File: config.mk
export PLATFORM = sky130hd
export DESIGN_NAME = lvds_word_align_ctrl
export DESIGN_NICKNAME = d
export VERILOG_FILES = /design/src/rtl/lvds_word_align_ctrl.sv
export SDC_FILE = /design/constraint.sdc
export NUM_CORES = 1
export LEC_CHECK = 0
export CORE_UTILIZATION = 40
export CTS_CLUSTER_DIAMETER = 150
export DETAILED_ROUTE_END_ITERATION = 6
export PLACE_DENSITY_LB_ADDON = 0.1
export RECOVER_POWER = 50
export SYNTH_ARGS = -nofsm -noshare
export SYNTH_HDL_FRONTEND = slang
export SYNTH_SLANG_ARGS = --single-unit
export TNS_END_PERCENT = 30
File: constraint.sdc
create_clock -name clock -period 3.1 [get_ports clock]
set_clock_uncertainty 0.15 [all_clocks]
set_input_delay 0.62 -clock clock [delete_from_list [all_inputs] [get_ports clock]]
set_output_delay 0.62 -clock clock [all_outputs]
set_load 0.05 [all_outputs]
File: src/rtl/lvds_word_align_ctrl.sv
// Word-alignment controller for the 7:1 LVDS receive path: sweeps the clock-lane rotation until the
// framing pattern locks, applies it to all data lanes. Define LVDS_ALIGN_STATS_EN to build the lock-loss counter.
module lvds_word_align_ctrl #(
    parameter int         LANES         = 4,
    parameter logic [6:0] PATTERN       = 7'b1100011,
    parameter int         SETTLE_CYCLES = 4,
    parameter int         MATCH_COUNT   = 16,
    parameter int         ERR_LIMIT     = 4
) (
    input  logic                 clock,
    input  logic                 reset_n,
    input  logic [6:0]           clk_word,
    input  logic [7*LANES-1:0]   data_in,
    input  logic                 realign,
    output logic [7*LANES-1:0]   data_out,
    output logic [6:0]           clk_out,
    output logic [2:0]           rotate,
    output logic                 locked,
    output logic                 sweep_wrap,
    output logic [15:0]          lock_loss_cnt
);

    typedef enum logic [1:0] {
        ST_SETTLE = 2'd0,
        ST_CHECK  = 2'd1,
        ST_LOCKED = 2'd2
    } state_t;

    localparam logic [7:0] SETTLE_LAST = 8'(SETTLE_CYCLES - 1);
    localparam logic [7:0] MATCH_LAST  = 8'(MATCH_COUNT - 1);
    localparam logic [7:0] ERR_LAST    = 8'(ERR_LIMIT - 1);

    // Selects bits [r+6:r] of the 14-bit window {prev, cur}; r=0 yields cur.
    function automatic logic [6:0] rot7(input logic [6:0] prev_w, input logic [6:0] cur_w,
                                        input logic [2:0] r);
        logic [13:0] win;
        win = {prev_w, cur_w} >> r;
        return win[6:0];
    endfunction

    logic [6:0]         clk_prev_r;
    logic [7*LANES-1:0] data_prev_r;
    logic [6:0]         clk_out_r;
    logic [7*LANES-1:0] data_out_r;
    logic [6:0]         clk_rot_s;
    logic [7*LANES-1:0] data_rot_s;
    logic [2:0]         rotate_r;
    logic [2:0]         rot_next_s;
    logic               locked_r;
    logic               sweep_wrap_r;
    state_t             state_r;
    logic [7:0]         settle_cnt_r;
    logic [7:0]         match_cnt_r;
    logic [7:0]         err_cnt_r;
    logic               match_s;
    logic               loss_evt_s;

    // Rotate every lane by the shared rotation.
    always_comb begin
        data_rot_s = '0;
        clk_rot_s  = rot7(clk_prev_r, clk_word, rotate_r);
        for (int k = 0; k < LANES; k++) begin
            data_rot_s[7*k +: 7] = rot7(data_prev_r[7*k +: 7], data_in[7*k +: 7], rotate_r);
        end
    end

    // Match, next rotation and lock-loss event decode.
    always_comb begin
        match_s    = (clk_out_r == PATTERN);
        rot_next_s = (rotate_r == 3'd6) ? 3'd0 : rotate_r + 3'd1;
        if (!realign && (state_r == ST_LOCKED) && !match_s && (err_cnt_r == ERR_LAST)) begin
            loss_evt_s = 1'b1;
        end else begin
            loss_evt_s = 1'b0;
        end
    end

    // Previous-word history and registered rotated outputs.
    always_ff @(posedge clock) begin
        if (!reset_n) begin
            clk_prev_r  <= 7'd0;
            data_prev_r <= '0;
            clk_out_r   <= 7'd0;
            data_out_r  <= '0;
        end else begin
            clk_prev_r  <= clk_word;
            data_prev_r <= data_in;
            clk_out_r   <= clk_rot_s;
            data_out_r  <= data_rot_s;
        end
    end

    // Search / lock FSM; realign overrides any same-cycle decision.
    always_ff @(posedge clock) begin
        if (!reset_n) begin
            state_r      <= ST_SETTLE;
            rotate_r     <= 3'd0;
            locked_r     <= 1'b0;
            sweep_wrap_r <= 1'b0;
            settle_cnt_r <= 8'd0;
            match_cnt_r  <= 8'd0;
            err_cnt_r    <= 8'd0;
        end else begin
            sweep_wrap_r <= 1'b0;
            if (realign) begin
                state_r      <= ST_SETTLE;
                locked_r     <= 1'b0;
                settle_cnt_r <= 8'd0;
                match_cnt_r  <= 8'd0;
                err_cnt_r    <= 8'd0;
            end else begin
                case (state_r)
                    ST_SETTLE: begin
                        if (settle_cnt_r == SETTLE_LAST) begin
                            state_r      <= ST_CHECK;
                            settle_cnt_r <= 8'd0;
                            match_cnt_r  <= 8'd0;
                        end else begin
                            settle_cnt_r <= settle_cnt_r + 8'd1;
                        end
                    end
                    ST_CHECK: begin
                        if (match_s) begin
                            if (match_cnt_r == MATCH_LAST) begin
                                state_r     <= ST_LOCKED;
                                locked_r    <= 1'b1;
                                match_cnt_r <= 8'd0;
                                err_cnt_r   <= 8'd0;
                            end else begin
                                match_cnt_r <= match_cnt_r + 8'd1;
                            end
                        end else begin
                            rotate_r     <= rot_next_s;
                            sweep_wrap_r <= (rotate_r == 3'd6);
                            state_r      <= ST_SETTLE;
                            settle_cnt_r <= 8'd0;
                            match_cnt_r  <= 8'd0;
                        end
                    end
                    ST_LOCKED: begin
                        if (match_s) begin
                            err_cnt_r <= 8'd0;
                        end else if (loss_evt_s) begin
                            locked_r     <= 1'b0;
                            rotate_r     <= rot_next_s;
                            err_cnt_r    <= 8'd0;
                            state_r      <= ST_SETTLE;
                            settle_cnt_r <= 8'd0;
                        end else begin
                            err_cnt_r <= err_cnt_r + 8'd1;
                        end
                    end
                    default: begin
                        state_r      <= ST_SETTLE;
                        locked_r     <= 1'b0;
                        settle_cnt_r <= 8'd0;
                        match_cnt_r  <= 8'd0;
                        err_cnt_r    <= 8'd0;
                    end
                endcase
            end
        end
    end

`ifdef LVDS_ALIGN_STATS_EN
    logic [15:0] loss_cnt_r;

    // Saturating lock-loss event counter, cleared only by reset.
    always_ff @(posedge clock) begin
        if (!reset_n) begin
            loss_cnt_r <= 16'h0000;
        end else if (loss_evt_s && (loss_cnt_r != 16'hFFFF)) begin
            loss_cnt_r <= loss_cnt_r + 16'h0001;
        end else begin
            loss_cnt_r <= loss_cnt_r;
        end
    end

    assign lock_loss_cnt = loss_cnt_r;
`else
    assign lock_loss_cnt = 16'h0000;
`endif

    assign data_out   = data_out_r;
    assign clk_out    = clk_out_r;
    assign rotate     = rotate_r;
    assign locked     = locked_r;
    assign sweep_wrap = sweep_wrap_r;

endmodule

==> summary.txt, run 1 <==
Worst setup path
  – Critical-path cell list: clkdlybuf4s50_1
  – Largest stage delay on the critical path: between 0.9 and 1 ns
  – Worst Path Max Fanout: 16
  – Crit Path Category: register to primary output
  – Crit path buf inv count: 1
  – CP delay by family, top: buffers and inverters
  – Slowest CP cell: clkdlybuf4s50_1
  – CP startpoint kind: register
  – CP endpoint kind: primary output
  – CP arrival: between 2 and 2.5 ns
  – CP required: approximately 2.3 ns

Floorplan
  – Core box area: between 10,000 and 15,000 um2
  – Die footprint: around 13,000 um2
  – Die Width: around 120 um
  – Boundary Pins: 94
  – Rows: 41
  – Initial core utilization: 0.409
  – Die Y: 115 um

STA
  – Max Transition Viols Final: 0
  – Worst slew margin: 0.0484
  – Final Setup Violations: 0
  – Total Neg Setup Slack: 0 ns
  – Crit share post-route: 0.903
  – Fin. Hold Viols: 0
  – Final worst path period need: approximately 2.8 ns
  – RSZ-0062 raised after global routing: false
  – F_max: roughly 0.36 GHz
  – Worst slew pin tran: between 1 and 1.5 ns

Route
  – Vias: between 3,000 and 4,000
  – Post-DRT Antenna Nets: 0
  – Detailed-route wire length: between 10 and 15 mm
  – Wire per inst: ~15 um
  – DR pass1 iterations: 4
  – Vias per cell: between 5 and 6
  – DRT iter0 DRCs: 195
  – Remaining DRCs: 0

Power and ir drop
  – Peak supply drop: 0.243 mV
  – Power Total: roughly 0.0030 W
  – Leakage Power: 2.19 nW
  – Power Dens Cells: roughly 480 nW/um2

Yosys
  – Most instantiated cells after synthesis: dfxtp_1, nor2_1, mux2i_1, and2_1, mux4_2
  – Post-synthesis sequential area ratio: 0.393
  – Area contributors post-synth: dfxtp_1, mux4_2, mux2i_1, nor2_1, and2_1
  – Yosys warns: 0
  – Cell variety after synth: 55
  – Top_reg_cell synth: dfxtp_1
  – Synth async-reset ratio: 0
  – Post-synth EDFFs: 0
  – Seq cells post-synth: 101
  – Post-synth top area share: 0.393
  – Cell Area, Synth: between 5000 and 6000 um2
  – Syn_area_per_cell: approximately 10 um2
  – Leading area contributor after synthesis: dfxtp_1
  – Post-synthesis cell count: around 500
  – Most common cell in the synthesized netlist: dfxtp_1

Global route
  – Global-route wire length before repair: about 19 mm
  – Number of global-route vias before repair: ~3,700
  – Tot GR Track Use: 0.186
  – Largest net degree at the start of global routing: 42
  – Initial antenna violation count: 0
  – GR Overflow Total: 0

Placed design
  – DP HPWL: approximately 8.2 mm
  – RePlAce Congestion: about 0.78
  – IO buf count: between 70 and 80

Clock network
  – CTS sink count: slightly above 100
  – Setup Fix Bufs, Post-CTS: 0
  – Root buffer cell: clkbuf_16
  – PostCTS Resize Cnt: 0
  – Cts hold-fix bufs: 0
  – Clk buf depth: 2
  – CTS buffer count: 9
  – Clk pin slew, worst setup/hold paths: around 0.07 ns
  – H-tree Lvls: 3
  – CTS tree: built
  – Worst-Skew Late Latency: 0.35 ns

Cells and area
  – Layout cells sized above 1: 0.126
  – Area Overhead vs Synth: 22.9%
  – # fillers: 1,180
  – Nets: around 600
  – Diode count: 0

Hold path
  – Hold Crit Class: register to register

Run
  – Max Cap Violations: 0

Run status
  – Outcome: finished, final reports clean
==> final timing paths <==
kind / slack [ns] / end / start / cells after the start
setup / recovery: 0.30 / rotate[1] / rotate[1]$_SDFFE_PN0P_ / 1
setup reg to reg: 0.57 / match_cnt_r[5]$_SDFFE_PP0P_ / settle_cnt_r[0]$_SDFFE_PP0P_ / 7
hold reg to reg: 0.34 / state_r[0]$_SDFFE_PP0P_ / state_r[0]$_SDFFE_PP0P_ / 2
hold / removal: 0.34 / state_r[0]$_SDFFE_PP0P_ / state_r[0]$_SDFFE_PP0P_ / 2
==> power breakdown <==
group,total (W),switching (W),internal (W)
sequential,0.00138,0.0000304,0.00135
clock,0.00123,0.000481,0.000749
combinational,0.000436,0.000260,0.000176
total,0.00305,0.000772,0.00228
==> through the flow <==
| stage | cell area [um2] | worst slack, ns | hold slack [ns] | util | instances |
|---|---|---|---|---|---|
| after floorplan | 5200 | 0.849 | 0.305 | - | 516 |
| after global placement | 6010 | 0.320 | 0.321 | 0.478 | 727 |
| after detailed placement | 6010 | 0.263 | 0.343 | 0.478 | 727 |
| after CTS | 6340 | 0.405 | 0.352 | 0.504 | 743 |
| after global routing | 6320 | 0.192 | 0.375 | 0.503 | 743 |
| final | 6320 | 0.301 | 0.341 | 0.503 | 743 |
==> layout by cell type, fill, tap and decap left out, types with 2 or more instances in the layout <==
cell,Yosys,routed
inv_1,12,12
nand2_1,19,19
a21oi_1,14,14
bufinv_16,0,2
and2_1,36,25
clkinv_2,0,2
and2_0,0,11
nor2_1,75,75
o22ai_1,10,10
o2111ai_1,5,5
clkbuf_8,0,2
and3_1,2,2
ha_1,6,6
o21ai_0,9,9
nand4_1,2,2
mux2i_1,48,48
conb_1,1,16
xnor2_1,10,10
o21ai_2,2,2
nand2b_1,2,2
mux2_2,5,4
nor4_1,2,2
xor2_1,8,8
buf_4,17,5
clkbuf_1,14,2
nor4b_1,3,3
clkdlybuf4s50_1,0,74
clkbuf_16,0,9
nor3_1,4,4
o211ai_1,3,3
dlygate4sd3_1,0,3
a211oi_1,6,6
dfxtp_1,101,99
a31oi_1,5,5
nand3_1,7,7
mux4_2,35,35
==> metal layers <==
layer  global-route usage  vias to the layer above  routed length (um)
met5                    0                        -                   0
met4               0.0554                        0                 112
met3               0.0448                       11                 545
met2                0.289                      104                5400
met1                0.256                     1889                5450
li1                     -                     1897                   -
==> cell type report <==
class | count | area [um2] | area share
clock inverters | 4 | 70.1 | 0.0111
clock buffers | 12 | 256 | 0.0406
flip-flops and latches | 101 | 2030 | 0.321
inverters | 12 | 45.0 | 0.00713
repair buffers | 85 | 825 | 0.130
multi-input cells | 357 | 2880 | 0.456
well taps | 172 | 215 | 0.0341
==> kinds of logic after synthesis <==
group / share of synthesized area
XOR/XNOR: 0.0307
other: 0.000729
AO/OA/AOI/OAI: 0.0837
multiplexers: 0.258
buffers and inverters: 0.0574
adder cells (fa/ha/maj): 0.0146
flip-flops: 0.393
AND/OR/NAND/NOR: 0.162
==> state kept, by name, summed over array words and instances (netlist names) <==
register	count
data_prev_r	28
clk_out	7
match_cnt_r	8
data_out	28
err_cnt_r	8
locked	1
clk_prev_r	7
rotate	3
sweep_wrap	1
state_r	2
settle_cnt_r	8
(Power assumes the default switching activity.)
==> inputs of run 2 (changes only) <==
--- a/config.mk
+++ b/config.mk
@@ -10,6 +10,7 @@
 export DETAILED_ROUTE_END_ITERATION = 6
 export PLACE_DENSITY_LB_ADDON = 0.1
 export RECOVER_POWER = 50
+export SKIP_LAST_GASP = 1
 export SYNTH_ARGS = -nofsm -noshare
 export SYNTH_HDL_FRONTEND = slang
 export SYNTH_SLANG_ARGS = --single-unit
==> results of run 2 <==
No change in the layout: final DEF, timing and power equal those of run 1.
==> inputs of run 3 (changes only) <==
--- a/config.mk
+++ b/config.mk
@@ -8,6 +8,7 @@
 export CORE_UTILIZATION = 40
 export CTS_CLUSTER_DIAMETER = 150
 export DETAILED_ROUTE_END_ITERATION = 6
+export GPL_TIMING_DRIVEN = 0
 export PLACE_DENSITY_LB_ADDON = 0.1
 export RECOVER_POWER = 50
 export SKIP_LAST_GASP = 1
==> constraint.sdc (replaced) <==
create_clock -name clock -period 3.17 [get_ports clock]
set_clock_uncertainty 0.15 [all_clocks]
set_input_delay 0.634 -clock clock [delete_from_list [all_inputs] [get_ports clock]]
set_output_delay 0.634 -clock clock [all_outputs]
set_load 0.05 [all_outputs]
==> summary.txt, run 3 (same netlist as run 1, synthesis figures left out) <==
Route
  – Remaining DRCs: 0 (unchanged)
  – Vias: 4,155 (+6.5%)
  – Vias per cell: 5.32 (+1.3%)
  – DR pass1 iterations: 6 (+2)
  – Wire per inst: 17.0 um (+9.5%)
  – Post-DRT Antenna Nets: 0 (unchanged)
  – DRT iter0 DRCs: 180 (-7.7%)
  – Detailed-route wire length: 13.2 mm (+15%)

Global route
  – M3 GR Usage: 0.0258 (-0.0190)
  – GRT met2 Usage: 0.331 (+0.0419)
  – Largest net degree at the start of global routing: 17 (-60%)
  – GR peak layer: met2
  – Number of global-route vias before repair: 4,002 (+9.3%)
  – Initial antenna violation count: 0 (unchanged)
  – GR Overflow Total: 0 (unchanged)
  – Global-route wire length before repair: 20.7 mm (+10%)
  – Met1 Use GR: 0.283 (+0.0273)
  – Tot GR Track Use: 0.207 (+0.0209)

Clock network
  – Worst-Skew Late Latency: 0.35 ns (about the same)
  – CTS buffer count: 9 (unchanged)
  – Root buffer cell: clkbuf_16
  – Cts hold-fix bufs: 0 (unchanged)
  – CTS tree: built
  – H-tree Lvls: 3 (unchanged)
  – PostCTS Resize Cnt: 0 (unchanged)
  – Setup Fix Bufs, Post-CTS: 0 (unchanged)
  – CTS sink count: 101 (unchanged)
  – Clk buf depth: 2 (unchanged)
  – Clk pin slew, worst setup/hold paths: 0.07 ns (about the same)

Hold path
  – Hold path startpoint: state_r[0]$_SDFFE_PP0P_
  – Hold Crit Class: register to register
  – WHS Path Cells: 2 (unchanged)

Power and ir drop
  – Leakage Power: 2.37 nW (+8.3%)
  – Power Dens Cells: 462 nW/um2 (-4.3%)
  – Power Total: 0.00300 W (-1.4%)
  – Peak supply drop: 0.234 mV (-3.6%)

Cells and area
  – Area Overhead vs Synth: 26.6%
  – Most frequent cells in the layout: dfxtp_1, nor2_1, mux2i_1
  – Layout cells sized above 1: 0.149 (+0.0233)
  – Diode count: 0 (unchanged)
  – Cell area after layout: 6510 um2 (+3.0%)
  – Nets: 648 (+6.2%)
  – Final Util: 0.518 (+0.0151)
  – Commonest non-fill, non-tap cell in the layout: dfxtp_1

STA
  – Worst slew pin tran: 1.12 ns (-0.309 ns)
  – Final Setup Violations: 0 (unchanged)
  – Crit share post-route: 0.863
  – Final worst slack: 0.433 ns (+0.132 ns)
  – Final worst path period need: between 2 and 3 ns
  – Fin. Hold Viols: 0 (unchanged)
  – RSZ-0062 raised after global routing: false
  – Total Neg Setup Slack: 0 ns (unchanged)
  – Worst slew margin: 0.248 (+0.199)
  – F_max: approximately 0.37 GHz
  – Max Transition Viols Final: 0 (unchanged)

Worst setup path
  – Crit Path Category: register to register
  – Worst Path Max Fanout: 10 (-6)
  – Crit Reg-Reg Startpoint: rotate[0]$_SDFFE_PN0P_
  – CP required: 3.24 ns (+0.91 ns)
  – Reg2reg path depth: 7 (unchanged)
  – CP startpoint kind: register
  – CP endpoint kind: register
  – CP arrival: 2.81 ns (+0.78 ns)
  – CP startpoint: rotate[0]$_SDFFE_PN0P_

Placed design
  – IO buf count: 77 (unchanged)
  – Placed cell area: 6180 um2 (+2.9%)
  – DP HPWL: 9.56 mm (+17%)
  – RePlAce Congestion: 0.890 (+14%)
  – Pre-CTS setup slack: 0.323 ns (+0.0601 ns)

Run
  – Max Cap Violations: 0 (unchanged)

Floorplan
  – Die Width: 115 um (unchanged)
  – Core box area: 12,600 um2 (unchanged)
  – Initial core utilization: 0.409 (unchanged)
  – Rows: 41 (unchanged)
  – Die footprint: 13,300 um2 (unchanged)
  – Die Y: 115 um (unchanged)
  – Boundary Pins: 94 (unchanged)

Run status
  – Outcome: finished, final reports clean
[run 3: per-layer routing]
metal	wire, um	up-vias
met5	0	-
met2	6160	127
li1	-	1975
met3	650	23
met4	296	0
met1	6130	2030
[run 3: power by group]
group / total, W / switching, W / leakage, nW / internal, W
sequential: 0.00135 / 0.0000263 / 0.833 / 0.00132
combinational: 0.000447 / 0.000268 / 1.38 / 0.000179
clock: 0.00121 / 0.000494 / 0.152 / 0.000715
[run 3: path summary, 6_finish.rpt]
check	to	slack [ns]
setup / recovery	data_out[5]$_SDFF_PN0_	0.43
hold / removal	state_r[0]$_SDFFE_PP0P_	0.34
setup reg to reg	data_out[5]$_SDFF_PN0_	0.43
hold reg to reg	state_r[0]$_SDFFE_PP0P_	0.34
[run 3: area by class of cell]
class                   instances  area, um2
plain buffers                  46        249
clock buffers                  11        243
clock inverters                 5       83.8
fillers                      1171       6060
inverters                      12       45.0
multi-input cells             357       2880
flip-flops and latches        101       2020
well taps                     172        215
repair buffers                 77        771
[run 3: through the flow]
step | hold WS [ns] | std cells
floorplan | 0.305 | 516
global placement | 0.317 | 765
detailed placement | 0.332 | 765
CTS | 0.342 | 781
global route | 0.357 | 781
finish | 0.341 | 781
[run 3: critical path: stages, from the launching register on]
cell and delay, ns:
dfxtp_1 0.34, buf_2 0.28, clkbuf_1 0.71, buf_2 0.48, mux2i_1 0.24, nand2_1 0.08, a31oi_1 0.26, nor2_1 0.07
